**src/rtl/pipe_wb_port_arbiter_if.sv**
```systemverilog
// ----------------------------------------------------------------------------
// pipe_wb_port_arbiter_if
//   Bundles every signal around the shared register-file write port:
//     WB stage      : wwreg, wrn, wd
//     mul/div unit  : mc_valid, mc_ready, mc_rn, mc_d
//     hazard unit   : qrn, pend_hit, stall_req
//     register file : rf_we, rf_wn, rf_d
//     status        : fifo_cnt (registered FIFO occupancy, 0..DEPTH)
//   slave  : the arbiter's view (drives handshake responses and the port)
//   master : the surrounding pipeline / testbench view
// ----------------------------------------------------------------------------
interface pipe_wb_port_arbiter_if #(
    parameter int DEPTH = 2
);
    localparam int CW = $clog2(DEPTH) + 1;

    logic          wwreg;
    logic [4:0]    wrn;
    logic [31:0]   wd;
    logic          mc_valid;
    logic          mc_ready;
    logic [4:0]    mc_rn;
    logic [31:0]   mc_d;
    logic [4:0]    qrn;
    logic          pend_hit;
    logic          rf_we;
    logic [4:0]    rf_wn;
    logic [31:0]   rf_d;
    logic          stall_req;
    logic [CW-1:0] fifo_cnt;

    modport slave (
        input  wwreg, wrn, wd,
        input  mc_valid, mc_rn, mc_d,
        input  qrn,
        output mc_ready, pend_hit,
        output rf_we, rf_wn, rf_d,
        output stall_req, fifo_cnt
    );

    modport master (
        output wwreg, wrn, wd,
        output mc_valid, mc_rn, mc_d,
        output qrn,
        input  mc_ready, pend_hit,
        input  rf_we, rf_wn, rf_d,
        input  stall_req, fifo_cnt
    );
endinterface

```
**src/rtl/pipe_wb_port_arbiter.sv**
```systemverilog
// ----------------------------------------------------------------------------
// pipe_wb_port_arbiter
//   Shares the single register-file write port between the WB stage and an
//   out-of-band multi-cycle unit. WB always wins; multi-cycle results wait in
//   a small FIFO and drain on cycles where WB does not write. A starvation
//   counter raises stall_req so the hazard unit can open a bubble.
//
//   Ports:
//     clk  : system clock, all state on posedge
//     clr  : synchronous active-high reset
//     bus  : pipe_wb_port_arbiter_if.slave (WB inputs, mc handshake,
//            pending-write lookup, register-file port, stall_req, fifo_cnt)
//
//   Parameters:
//     DEPTH      : FIFO entries, power of two, >= 2
//     STARVE_LIM : consecutive lost port cycles before stall_req (1..15)
// ----------------------------------------------------------------------------
module pipe_wb_port_arbiter #(
    parameter int DEPTH      = 2,
    parameter int STARVE_LIM = 4
) (
    input  logic                   clk,
    input  logic                   clr,
    pipe_wb_port_arbiter_if.slave  bus
);
    localparam int             PW       = $clog2(DEPTH);
    localparam int             CW       = PW + 1;
    localparam logic [CW-1:0]  FULL_CNT = CW'(DEPTH);
    localparam logic [3:0]     LIM      = 4'(STARVE_LIM);

    // FIFO storage and control
    logic [4:0]    rn_q  [DEPTH];
    logic [4:0]    rn_d  [DEPTH];
    logic [31:0]   dat_q [DEPTH];
    logic [31:0]   dat_d [DEPTH];
    logic [PW-1:0] wr_ptr_q, wr_ptr_d;
    logic [PW-1:0] rd_ptr_q, rd_ptr_d;
    logic [CW-1:0] cnt_q, cnt_d;

    // starvation tracking
    logic [3:0]    starve_q, starve_d;
    logic          stall_q, stall_d;

    logic          empty;
    logic          full;
    logic          pipe_wr;
    logic          mc_ready;
    logic          push;
    logic          pop;

    // ------------------------------------------------------------------
    // Handshake / arbitration decisions
    // ------------------------------------------------------------------
    always_comb begin
        empty    = (cnt_q == '0);
        full     = (cnt_q == FULL_CNT);
        // A WB write to r0 is not a write; the port is free that cycle.
        pipe_wr  = bus.wwreg && (bus.wrn != 5'd0);
        // Readiness looks only at the registered count, so a same-cycle pop
        // never makes room for a push into a full FIFO.
        mc_ready = !full && !clr;
        // Results for r0 are accepted and silently dropped.
        push     = bus.mc_valid && mc_ready && (bus.mc_rn != 5'd0);
        pop      = !clr && !pipe_wr && !empty;
    end

    // ------------------------------------------------------------------
    // Write-port mux: WB first, else FIFO head. Address/data are forced to
    // zero whenever nothing is written so the port never shows stale values.
    // ------------------------------------------------------------------
    always_comb begin
        bus.rf_we = 1'b0;
        bus.rf_wn = 5'd0;
        bus.rf_d  = 32'd0;
        if (!clr) begin
            if (pipe_wr) begin
                bus.rf_we = 1'b1;
                bus.rf_wn = bus.wrn;
                bus.rf_d  = bus.wd;
            end else if (!empty) begin
                bus.rf_we = 1'b1;
                bus.rf_wn = rn_q[rd_ptr_q];
                bus.rf_d  = dat_q[rd_ptr_q];
            end
        end
    end

    // ------------------------------------------------------------------
    // Pending-write lookup: walk the live window starting at the read
    // pointer so only occupied slots can hit.
    // ------------------------------------------------------------------
    always_comb begin
        logic [PW-1:0] slot;
        bus.pend_hit = 1'b0;
        slot         = '0;
        if (!clr && (bus.qrn != 5'd0)) begin
            for (int k = 0; k < DEPTH; k++) begin
                slot = rd_ptr_q + PW'(k);
                if ((CW'(k) < cnt_q) && (rn_q[slot] == bus.qrn)) begin
                    bus.pend_hit = 1'b1;
                end
            end
        end
    end

    assign bus.mc_ready  = mc_ready;
    assign bus.stall_req = stall_q;
    assign bus.fifo_cnt  = cnt_q;

    // ------------------------------------------------------------------
    // Next-state logic
    // ------------------------------------------------------------------
    always_comb begin
        rn_d     = rn_q;
        dat_d    = dat_q;
        wr_ptr_d = wr_ptr_q;
        rd_ptr_d = rd_ptr_q;
        cnt_d    = cnt_q;
        starve_d = starve_q;

        if (push) begin
            rn_d[wr_ptr_q]  = bus.mc_rn;
            dat_d[wr_ptr_q] = bus.mc_d;
            // DEPTH is a power of two, so natural pointer overflow wraps.
            wr_ptr_d        = wr_ptr_q + PW'(1);
        end
        if (pop) begin
            rd_ptr_d = rd_ptr_q + PW'(1);
        end

        unique case ({push, pop})
            2'b10:   cnt_d = cnt_q + CW'(1);
            2'b01:   cnt_d = cnt_q - CW'(1);
            default: cnt_d = cnt_q;
        endcase

        // Count cycles where a queued result lost the port to WB.
        if (pop || empty) begin
            starve_d = 4'd0;
        end else if (pipe_wr && (starve_q != LIM)) begin
            starve_d = starve_q + 4'd1;
        end

        // Registered request; a pop zeroes the counter so the request drops
        // the cycle after the FIFO finally gets the port.
        stall_d = (starve_d == LIM);
    end

    // ------------------------------------------------------------------
    // State registers
    // ------------------------------------------------------------------
    always_ff @(posedge clk) begin
        if (clr) begin
            for (int i = 0; i < DEPTH; i++) begin
                rn_q[i]  <= 5'd0;
                dat_q[i] <= 32'd0;
            end
            wr_ptr_q <= '0;
            rd_ptr_q <= '0;
            cnt_q    <= '0;
            starve_q <= 4'd0;
            stall_q  <= 1'b0;
        end else begin
            rn_q     <= rn_d;
            dat_q    <= dat_d;
            wr_ptr_q <= wr_ptr_d;
            rd_ptr_q <= rd_ptr_d;
            cnt_q    <= cnt_d;
            starve_q <= starve_d;
            stall_q  <= stall_d;
        end
    end
endmodule

```
**src/flat_wrapper.sv**
```systemverilog
// flat-port wrapper written by rule: the top's interface ports become plain ports
module pipe_wb_port_arbiter_flat 
#(
    parameter int DEPTH      = 2,
    parameter int STARVE_LIM = 4
)
  (clk, clr, bus_wwreg, bus_wrn, bus_wd, bus_mc_valid, bus_mc_rn, bus_mc_d, bus_qrn, bus_mc_ready, bus_pend_hit, bus_rf_we, bus_rf_wn, bus_rf_d, bus_stall_req, bus_fifo_cnt);
  pipe_wb_port_arbiter_if #(.DEPTH(DEPTH)) bus_i ();
  input  logic clk;
  input  logic clr;
  input wire logic [$bits(bus_i.wwreg)-1:0] bus_wwreg;
  input wire logic [$bits(bus_i.wrn)-1:0] bus_wrn;
  input wire logic [$bits(bus_i.wd)-1:0] bus_wd;
  input wire logic [$bits(bus_i.mc_valid)-1:0] bus_mc_valid;
  input wire logic [$bits(bus_i.mc_rn)-1:0] bus_mc_rn;
  input wire logic [$bits(bus_i.mc_d)-1:0] bus_mc_d;
  input wire logic [$bits(bus_i.qrn)-1:0] bus_qrn;
  output wire logic [$bits(bus_i.mc_ready)-1:0] bus_mc_ready;
  output wire logic [$bits(bus_i.pend_hit)-1:0] bus_pend_hit;
  output wire logic [$bits(bus_i.rf_we)-1:0] bus_rf_we;
  output wire logic [$bits(bus_i.rf_wn)-1:0] bus_rf_wn;
  output wire logic [$bits(bus_i.rf_d)-1:0] bus_rf_d;
  output wire logic [$bits(bus_i.stall_req)-1:0] bus_stall_req;
  output wire logic [$bits(bus_i.fifo_cnt)-1:0] bus_fifo_cnt;
  assign bus_i.wwreg = bus_wwreg;
  assign bus_i.wrn = bus_wrn;
  assign bus_i.wd = bus_wd;
  assign bus_i.mc_valid = bus_mc_valid;
  assign bus_i.mc_rn = bus_mc_rn;
  assign bus_i.mc_d = bus_mc_d;
  assign bus_i.qrn = bus_qrn;
  assign bus_mc_ready = bus_i.mc_ready;
  assign bus_pend_hit = bus_i.pend_hit;
  assign bus_rf_we = bus_i.rf_we;
  assign bus_rf_wn = bus_i.rf_wn;
  assign bus_rf_d = bus_i.rf_d;
  assign bus_stall_req = bus_i.stall_req;
  assign bus_fifo_cnt = bus_i.fifo_cnt;
  pipe_wb_port_arbiter #(.DEPTH(DEPTH), .STARVE_LIM(STARVE_LIM)) u_core (.clk(clk), .clr(clr), .bus(bus_i));
endmodule
```
**config.mk**
```make
export PLATFORM = sky130hd
export DESIGN_NAME = pipe_wb_port_arbiter_flat
export DESIGN_NICKNAME = d
export VERILOG_FILES = /design/src/rtl/pipe_wb_port_arbiter_if.sv /design/src/rtl/pipe_wb_port_arbiter.sv /design/src/flat_wrapper.sv
export SDC_FILE = /design/constraint.sdc
export NUM_CORES = 1
export LEC_CHECK = 0
export BUFFER_PORTS_ARGS = -buffer_cell sky130_fd_sc_hd__buf_2
export CORE_MARGIN = 2
export CORE_UTILIZATION = 51
export CTS_CLUSTER_SIZE = 8
export DETAILED_ROUTE_END_ITERATION = 16
export PLACE_DENSITY = 0.8
export SKIP_CTS_REPAIR_TIMING = 1
export SLEW_MARGIN = 20
export SYNTH_ARGS = -nofsm -noshare
export SYNTH_HDL_FRONTEND = slang
export SYNTH_SLANG_ARGS = --single-unit
```
**constraint.sdc**
```tcl
create_clock -name clk -period 2.7 [get_ports clk]
set_clock_uncertainty 0.05 [all_clocks]
set_input_delay 0.27 -clock clk [delete_from_list [all_inputs] [get_ports clk]]
set_output_delay 0.27 -clock clk [all_outputs]
set_load 0.005 [all_outputs]
```
After elaboration in Yosys (flattened, before gate mapping)
Index checks and enable logic that the tools add are counted.
{ "op_classes": {"add_sub_neg": 5, "n_mul": 0, "n_div": 0, "order_cmp": 6, "n_eq_ne": 7, "shift": 0, "n_mux": 30, "bitwise_logic": 3, "reduce_logical": 21} }
{ "ops": {"columns": ["operator", "n"], "rows": [
  ["$mux 32", 7],
  ["$bwmux 64", 1],
  ["$mux 5", 10],
  ["$demux 32 s1", 1],
  ["$reduce_bool 5->1", 3],
  ["$logic_and 1x1->1", 11],
  ["$bwmux 10", 1],
  ["$eq 5x5->1", 2],
  ["$mux 4", 2],
  ["$ge 2x2->1 const B", 3],
  ["$mux 1", 6],
  ["$not 1->2", 3],
  ["$demux 5 s1", 1],
  ["$add 4x1->4 const B", 1],
  ["$eq 2x2->1 const B", 2],
  ["$eq 4x3->1 const B", 1],
  ["$logic_not 1->1", 4],
  ["$lt 1x2->1 const A", 2],
  ["$ne 4x3->1 const B", 1],
  ["$pmux 2 s2", 1],
  ["$add 1x1->1 const B", 2],
  ["$add 2x1->2 const B", 1],
  ["$eq 2x1->1 const B", 1],
  ["$logic_not 2->1", 1],
  ["other kinds (4)", 4]
]} }
{ "word_totals": {"regBits": 83, "latchBits": 0, "ram_bits": 0, "romBits": 0, "output_inout_bits": 43, "elab_cells": 81, "memories": 0} }

Longest topological paths before layout
Gate-level depths: netlist of the first run.
{ "logic_depth": {"word_depth": 9, "depth_mapped": 10, "ltp_nobuf": 9} }

Worst setup path before layout of the first run
No wires, ideal clock.
{ "synth_timing": {"path_type": "input port to flip-flop", "from": "in bus_wrn[2]", "to": "reg u_core.cnt_q[0], in the netlist u_core.bus.fifo_cnt[0]", "setup_ps": 128, "arrival_ps": 1823, "required_time_ps": 2522, "slack_ps": 700, "stages": 8, "n_path_buf": 1, "cell_sequence": "or4_1 > o21ai_2 > nand2_1 > clkbuf_1 > inv_1 > ha_1 > xor2_1 > nor2_1"} }
{ "synth_via": {"elab_chain_len": 7, "word_cells_on_any_way": 9, "cone_classes": "2 x eq/ne; 1 x mux; 6 x reduce/logical"} }
{ "synth_rtl": {"columns": ["item", "line", "rtl"], "rows": [
  ["from (decl)", "flat_wrapper.sv:12", "input wire logic [$bits(bus_i.wrn)-1:0] bus_wrn;"],
  ["$reduce_bool 5->1 (*)", "pipe_wb_port_arbiter.sv:58", "pipe_wr = bus.wwreg && (bus.wrn != 5'd0);"],
  ["$logic_and 1x1->1 (*)", "pipe_wb_port_arbiter.sv:58", null],
  ["$logic_not 1->1 (*)", "pipe_wb_port_arbiter.sv:64", "pop = !clr && !pipe_wr && !empty;"],
  ["$logic_and 1x1->1 (*) (2 in series)", "pipe_wb_port_arbiter.sv:64", null],
  ["via u_core.pop", "pipe_wb_port_arbiter.sv:49", "logic pop;"],
  ["$eq 2x1->1 / $eq 2x2->1 (equally long branches)", "pipe_wb_port_arbiter.sv:131", "unique case ({push, pop})"],
  ["$pmux 2 s2 / $reduce_bool 2->1 (equally long branches)", null, null],
  ["to (signal assigned)", "pipe_wb_port_arbiter.sv:168", "cnt_q <= cnt_d;"],
  ["to (decl)", "pipe_wb_port_arbiter.sv:38", "logic [CW-1:0] cnt_q, cnt_d;"]
]} }
Mark *: on every way through the listed nets, which the timed path passes. The rest lies on a longest branch.
A chain may end at the register's enable or synchronous reset.

Final worst setup path of the first run
{ "layout_timing": {"from": "reg u_core.rd_ptr_q", "to": "out bus_pend_hit"} }
{ "layout_via": {"elab_chain_len": 9, "word_cells_on_any_way": 16, "cone_classes": "1 x add/sub; 2 x eq/ne; 9 x mux; 2 x bitwise; 2 x reduce/logical"} }
{ "layout_rtl": {"columns": ["item", "line", "rtl"], "rows": [
  ["from (decl)", "pipe_wb_port_arbiter.sv:37", "logic [PW-1:0] rd_ptr_q, rd_ptr_d;"],
  ["from (signal assigned)", "pipe_wb_port_arbiter.sv:167", "rd_ptr_q <= rd_ptr_d;"],
  ["$add 1x1->1 / $not 1->2 (equally long branches)", "pipe_wb_port_arbiter.sv:98, pipe_wb_port_arbiter.sv:99", null],
  ["$not 1->2 (not written as such) / $mux 5 (equally long branches)", "pipe_wb_port_arbiter.sv:99", "if ((CW'(k) < cnt_q) && (rn_q[slot] == bus.qrn)) begin"],
  ["$mux 5 (not written as such) (2 in series)", "pipe_wb_port_arbiter.sv:99", null],
  ["$mux 5 (not written as such) / $eq 5x5->1 (equally long branches)", "pipe_wb_port_arbiter.sv:99", null],
  ["$eq 5x5->1 / $logic_and 1x1->1 (equally long branches)", "pipe_wb_port_arbiter.sv:99", null],
  ["$logic_and 1x1->1 / $mux 1 (equally long branches)", "pipe_wb_port_arbiter.sv:99", null],
  ["$mux 1 (*)", "pipe_wb_port_arbiter.sv:99", null],
  ["$mux 1 (*)", "pipe_wb_port_arbiter.sv:96", "if (!clr && (bus.qrn != 5'd0)) begin"],
  ["to (decl)", "flat_wrapper.sv:19", "output wire logic [$bits(bus_i.pend_hit)-1:0] bus_pend_hit;"]
]} }
Every way passes the cells marked *; elsewhere a longest branch is shown, timed or not. The select of a mux whose other input is x is not followed.

==> impl_metrics.py, run 1 <==
metrics = {
    "hold_path": {
        "hp-start": "bus_mc_d[23]",
        "worst_hold_path.num_cells": 3,
        "hold_class": "input port to flop",
        "worstHoldEndpoint": "u_core.dat_q[55]",
    },
    "detailed_routing": {
        "drt-initial-drc-count": 174,
        "drc": 0,
        "routedWlPerCell_um": 14.0,
        "avgViaCountPerCell": 5.33,
        "drtPass1Iterations": 5,
        "totalWireLength_mm": 10.6,
        "ant_nets": 0,
        "dr_total_vias": 4034,
    },
    "synth": {
        "ys_seq_area_share_pct": 40.6,
        "ys_warn_count": 0,
        "synth_nets": 629,
        "synthesis.area_um2": 4090,
        "synth_top_area_share_pct": 40.6,
        "avgSynthCellArea_um2": 7.57,
        "synth_cell_type_count": 32,
        "synthCells": 540,
        "synth.area.top_cells": "dfxtp_1 (41%), nand2_1 (16%), mux2i_1 (10%)",
        "ys_seq_elements": 83,
        "yosysTopAreaCell": "dfxtp_1",
    },
    "placement": {
        "dp_hpwl_mm": 7.34,
        "io_buffers": 125,
        "place.gp.congestion": 0.857,
        "dp.cells": 742,
    },
    "die": {
        "fp.coreArea_um2": 7770,
        "start_util_pct": 52.7,
        "die_w_um": 93.6,
        "die_area_um2": 8750,
        "die_height_um": 93.6,
        "fp-row-count": 32,
        "io_pins": 126,
    },
    "sta": {
        "setup_tns_ps": 0,
        "hold_violations": 0,
        "period_needed_ps": 2330,
        "final_max_slew_viol_count": 0,
        "rsz0062_at_grt": "false",
        "slew_headroom_pct": 33.9,
        "worst_slew_pin_slew_ps": 990,
        "max_freq_mhz": 429,
        "fin_crit_sh_pct": 86.2,
        "setup_viol": 0,
    },
    "global_route": {
        "grt_max_degree": 79,
        "grt_overflow": 0,
        "grt_pass1_wl_mm": 17.0,
        "grt_antenna_before_repair": 1,
        "first_global_vias": 3659,
        "grt.total_usage_pct": 24.4,
    },
    "power_and_ir_drop": {
        "powerDensity_nw_per_um2": 547,
        "irDropWorstVdd_v": 0.000371,
        "leakage_nw": 1.91,
    },
    "worst_setup_path": {
        "r2r_cells": 7,
        "crit_arrival_ps": 2010,
        "rr_endpoint": "u_core.dat_q[24]",
        "end_kind": "output pin",
        "cp-start-kind": "flop",
        "r2r-start": "u_core.bus.fifo_cnt[0]",
        "worst-setup-path-type": "flop to output pin",
        "reg2reg_slack_ps": 450,
        "crit_required_ps": 2380,
        "critical_path.max_fanout": 13,
    },
    "layout": {
        "final_common_cell": "nand2_1",
        "drive_above_1_share_pct": 24.3,
        "area_growth_pct": 20.2,
        "fin_nets": 740,
        "layout_common_cells": "nand2_1 (176), buf_2 (125), dfxtp_1 (82), a21oi_1 (81), mux2i_1 (42)",
        "layout.cells.non_filler": 757,
    },
    "clock_tree": {
        "cts_made_buffers": 9,
        "clkTransAtPathRegs_ps": 90,
        "clock-sinks": 83,
        "clock_latency_ps": 340,
        "cts_tree": "built",
        "root_buffer": "clkbuf_8",
        "htreeDepth": 3,
        "clock_path_buffers": 2,
    },
    "job": {
        "drv_cap": 0,
    },
    "outcome": {
        "status": "complete, no violations",
    },
}
## metal layers
layer  share of wire [%]  global-route usage (%)
met1                  45                    31.8
met4                0.86                    4.71
met2                  47                    41.4
met3                 7.3                    5.96
met5                   0                       0
## sequential cells by signal, summed over array words and instances, names as in the netlist
signal and flops:
u_core.rd_ptr_q 1, u_core.bus.fifo_cnt 2, u_core.dat_q 64, u_core.rn_q 10
u_core.wr_ptr_q 1, u_core.starve_q 4, u_core.bus.stall_req 1
## worst max path at each step
stage                    start  slack, ps                     end  cells after the start
6_report       u_core.rd_ptr_q        370            bus_pend_hit                      6
5_1_grt        u_core.rd_ptr_q        210            bus_pend_hit                      6
4_1_cts        u_core.rd_ptr_q        340            bus_pend_hit                      6
3_5_place_dp        bus_wrn[2]        440  u_core.bus.fifo_cnt[1]                     10
3_3_place_gp        bus_wrn[2]        410             bus_rf_d[6]                      7
2_1_floorplan       bus_wrn[2]        700  u_core.bus.fifo_cnt[0]                      8
## worst max-delay path: stages, from the launching register on
cell and delay [ps]:
dfxtp_2 570, mux2i_1 340, xnor2_1 100, nor4_1 290, nand4_1 130, o21ai_0 90, buf_2 140
## area by class of cell
type | instances | area, um^2
multi-input cells | 412 | 2220
repair buffers | 137 | 716
diodes | 1 | 2.50
fillers | 732 | 2850
well taps | 102 | 128
clock buffers | 9 | 124
flip-flops and latches | 83 | 1660
clock inverters | 5 | 32.5
inverters | 8 | 30.0
## synthesized netlist by cell type
| cell type | number |
|---|---|
| a211oi_1 | 16 |
| xor2_1 | 9 |
| or4_1 | 1 |
| or2_1 | 1 |
| nand4_1 | 2 |
| nor2_1 | 30 |
| o211ai_4 | 1 |
| buf_2 | 9 |
| dfxtp_1 | 83 |
| a21oi_1 | 81 |
| buf_4 | 2 |
| o22ai_1 | 1 |
| nand2b_1 | 3 |
| nor3_1 | 2 |
| buf_6 | 5 |
| nor4_1 | 1 |
| and3_1 | 1 |
| mux2i_1 | 42 |
| nand4b_1 | 1 |
| o211ai_1 | 1 |
| xnor2_1 | 5 |
| o21ai_0 | 25 |
| or4_4 | 1 |
| o21ai_2 | 1 |
| ha_1 | 6 |
| nand3_1 | 2 |
| a21o_1 | 1 |
| nor2b_1 | 1 |
| inv_1 | 8 |
| clkbuf_1 | 21 |
| or2_2 | 1 |
| nand2_1 | 176 |
## power by group
group / internal [W] / switching [W]
clock: 0.000320 / 0.000427
combinational: 0.000258 / 0.000345
sequential: 0.00128 / 0.0000555
## cell families after synthesis
group,count (synthesis),synth area share [%]
compound gates,127,17.2
xor+xnor,14,3.00
fa+ha+maj,6,1.84
buf+inv,45,5.51
flops,83,40.6
mux,42,10.3
simple gates,223,21.6
## metrics by stage
stage                     total power [W]  hold WS (ps)  instance area (um^2)  util [%]  setup WS, ps
after CTS                         0.00270           103                  4910      63.3           340
after detailed placement          0.00197           396                  4760      61.2           440
final                             0.00269           109                  4920      63.3           372
after global placement            0.00195           391                  4760      61.2           410
after global routing              0.00282          99.2                  4910      63.3           208
after floorplan                   0.00174           356                  4090         -           700
Power figures use the tool's default switching activity.
==> inputs of run 2 (changes only) <==
Settings changed: ABC_AREA set to 1, CORE_UTILIZATION 51 to 54, CTS_BUF_LIST set to sky130_fd_sc_hd__clkbuf_4, PLACE_DENSITY 0.8 to 0.83.
==> run 2 against run 1 <==
  * Power grew 4.5%
  * Fmax grew 2.9%
  * Die area shrank 0.84%
  * Global-route usage grew 1.3 points
  * Utilization grew 2.1 points
  * Worst hold slack lost 86 ps
  * Flip-flop and latch count is the same
  * Critical path depth grew 1
  * Register-to-register slack gained 200 ps
  * First-iteration DRC count grew 43%
  * Critical path type unchanged
  * Largest cell class unchanged
==> impl_metrics.py, run 2 <==
metrics = {
    "outcome": {
        "status": "complete, no violations",
    },
    "detailed_routing": {
        "dr_total_vias": 4563,
        "avgViaCountPerCell": 5.34,
        "drc": 0,
        "drt-initial-drc-count": 248,
        "totalWireLength_mm": 11.1,
        "drtPass1Iterations": 4,
        "routedWlPerCell_um": 12.9,
        "ant_nets": 0,
    },
    "synth": {
        "ys_seq_elements": 83,
        "synth.area.top_cells": "dfxtp_1 (39%), o21ai_0 (13%), a21oi_1 (8.7%)",
        "synth_nets": 736,
        "synthArstFlopShare_pct": 0,
        "synth_top_flop_cell": "dfxtp_1",
        "synthTopCellsByCount": "o21ai_0 (111), nor2_1 (92), nand2_1 (85)",
        "synth_top_area_share_pct": 38.7,
        "synth_edf_count": 0,
        "synth_most_common_cell": "o21ai_0",
        "ys_warn_count": 0,
        "avgSynthCellArea_um2": 6.64,
        "synthesis.area_um2": 4290,
        "synth_cell_type_count": 26,
        "yosysTopAreaCell": "dfxtp_1",
        "synthCells": 647,
        "ys_seq_area_share_pct": 38.7,
    },
    "worst_setup_path": {
        "crit_start": "u_core.bus.fifo_cnt[1]",
        "crit_family": "buffers and inverters",
        "critPathMaxStageDelay_ps": 400,
        "cp-start-kind": "flop",
        "cp_slowest_cell": "dfxtp_1",
        "crit_required_ps": 2380,
        "end_kind": "output pin",
        "r2r_cells": 8,
        "critical_path.max_fanout": 14,
        "worst-path-stages": 7,
        "cp.buffers_inverters": 4,
        "worst-setup-path-type": "flop to output pin",
        "crit_arrival_ps": 1940,
        "r2r-start": "u_core.bus.fifo_cnt[0]",
        "rr_endpoint": "u_core.rn_q[7]",
        "reg2reg_slack_ps": 650,
        "crit_chain": "inv_1, ha_1, clkinv_1, buf_4, o211ai_1, a21oi_1, buf_2",
        "endpoint": "bus_rf_d[30]",
    },
    "die": {
        "die_area_um2": 8680,
        "fp-row-count": 32,
        "fp.coreArea_um2": 7730,
        "io_pins": 126,
        "start_util_pct": 55.6,
        "die_height_um": 93.2,
        "die_w_um": 93.2,
    },
    "global_route": {
        "first_global_vias": 4089,
        "grt.total_usage_pct": 25.7,
        "grt_antenna_before_repair": 1,
        "grt_max_degree": 56,
        "grt_overflow": 0,
        "grt_pass1_wl_mm": 18.2,
    },
    "clock_tree": {
        "clock_latency_ps": 420,
        "root_buffer": "clkbuf_4",
        "cts_made_buffers": 9,
        "clock_path_buffers": 2,
        "clkTransAtPathRegs_ps": 130,
        "cts_tree": "built",
        "clock-sinks": 83,
        "htreeDepth": 3,
    },
    "sta": {
        "rsz0062_at_grt": "false",
        "fin_crit_sh_pct": 83.8,
        "setup_tns_ps": 0,
        "final_max_slew_viol_count": 0,
        "worst_slew_pin_slew_ps": 917,
        "max_freq_mhz": 442,
        "hold_violations": 0,
        "period_needed_ps": 2260,
        "slew_headroom_pct": 38.7,
        "setup_viol": 0,
    },
    "layout": {
        "final_util_pct": 65.4,
        "fillers": 694,
        "final_common_cell": "buf_2",
        "top_regs": "u_core.dat_q (64), u_core.rn_q (10), u_core.starve_q (4)",
        "regMostFlops": "u_core.dat_q",
        "multiInputGateArea_um2": 2200,
        "drive_above_1_share_pct": 21.5,
        "area_growth_pct": 17.7,
        "n_antenna_cell": 0,
        "fin_nets": 837,
        "layout_common_cells": "buf_2 (125), o21ai_0 (111), nor2_1 (92), nand2_1 (85), dfxtp_1 (83)",
        "largest_reg_flops": 64,
        "regArea_um2": 1660,
    },
    "placement": {
        "dp_hpwl_mm": 7.70,
        "place.gp.congestion": 0.904,
        "io_buffers": 125,
    },
    "power_and_ir_drop": {
        "irDropWorstVdd_v": 0.000277,
        "leakage_nw": 2.31,
        "powerDensity_nw_per_um2": 556,
    },
    "job": {
        "drv_cap": 0,
    },
    "hold_path": {
        "hold_class": "input port to flop",
    },
}
==> run 2: cell count changes in the layout (fill, tap and decap cells not counted), sizes merged, moves of 5 or more <==
cell | previous run | this run
a21oi | 81 | 75
inv | 8 | 59
o211ai | 2 | 14
nand2 | 176 | 88
nand3 | 2 | 42
xnor2 | 5 | 0
xor2 | 9 | 2
o21ai | 26 | 129
mux2i | 42 | 0
nor2 | 30 | 94
a211oi | 16 | 0
==> run 2: layer usage <==
metal	wire length [um]	vias to the layer above	share of wire, %	track usage (%)
met2	5040	153	46	41.9
met3	779	20	7.0	6.93
li1	-	2349	-	-
met4	212	2	1.9	8.33
met5	13	-	0.12	0
met1	5020	2039	45	33.2
==> run 2: report_power, final <==
part	switching [W]	internal, W
Combinational	0.000486	0.000269
Sequential	0.0000420	0.00131
Clock	0.000402	0.000299
Total	0.000930	0.00188
==> run 2: area by class of cell <==
type	count	share of cell area [%]
clock buffer	11	1.63
clock inverter	5	1.07
inverter	60	4.46
multi-input combinational	459	43.5
sequential	83	32.9
tap	102	2.53
timing repair buffer	135	13.9
==> run 2: stage by stage <==
step	setup slack (ps)	cells	hold slack, ps	power (W)	area, um^2
2_1_floorplan	869	647	355	0.00187	4290
3_3_place_gp	695	839	388	0.00211	4910
3_5_place_dp	644	839	392	0.00213	4910
4_1_cts	401	855	6.88	0.00282	5050
5_1_grt	270	855	2.73	0.00299	5050
6_report	436	855	22.9	0.00281	5050
==> run 2: cells by family (layout without fill, tap and decap cells) <==
group                    Yosys count  in the layout  share of synthesized area [%]
flip-flops                        83             83                           38.7
XOR/XNOR                           2              2                          0.408
buffers and inverters            105            211                           10.1
adder cells (fa/ha/maj)            6              6                           1.75
AND/OR/NAND/NOR                  232            232                           22.6
AO/OA/AOI/OAI                    219            219                           26.5
==> run 2: how the worst min path moves through the flow <==
| stage | startpoint | end | slack, ps | cells after the start |
|---|---|---|---|---|
| after floorplan | bus_mc_d[0] | u_core.dat_q[0] | 350 | 2 |
| after CTS | bus_mc_d[12] | u_core.dat_q[44] | 7 | 3 |
| after detailed placement | u_core.dat_q[31] | u_core.dat_q[31] | 390 | 2 |
| after global routing | bus_mc_d[0] | u_core.dat_q[0] | 3 | 3 |
| final | bus_mc_d[12] | u_core.dat_q[44] | 20 | 3 |
| after global placement | u_core.dat_q[30] | u_core.dat_q[30] | 390 | 2 |
==> run 2: worst reg2reg max path: cells and delay by family (launching register included) <==
| kind | cells | cell delay [ps] |
|---|---|---|
| adders and majority gates | 1 | 230 |
| DFF | 1 | 400 |
| buffers and inverters | 2 | 430 |
| and+or+nand+nor | 3 | 450 |
| AOI/OAI and AO/OA | 2 | 350 |
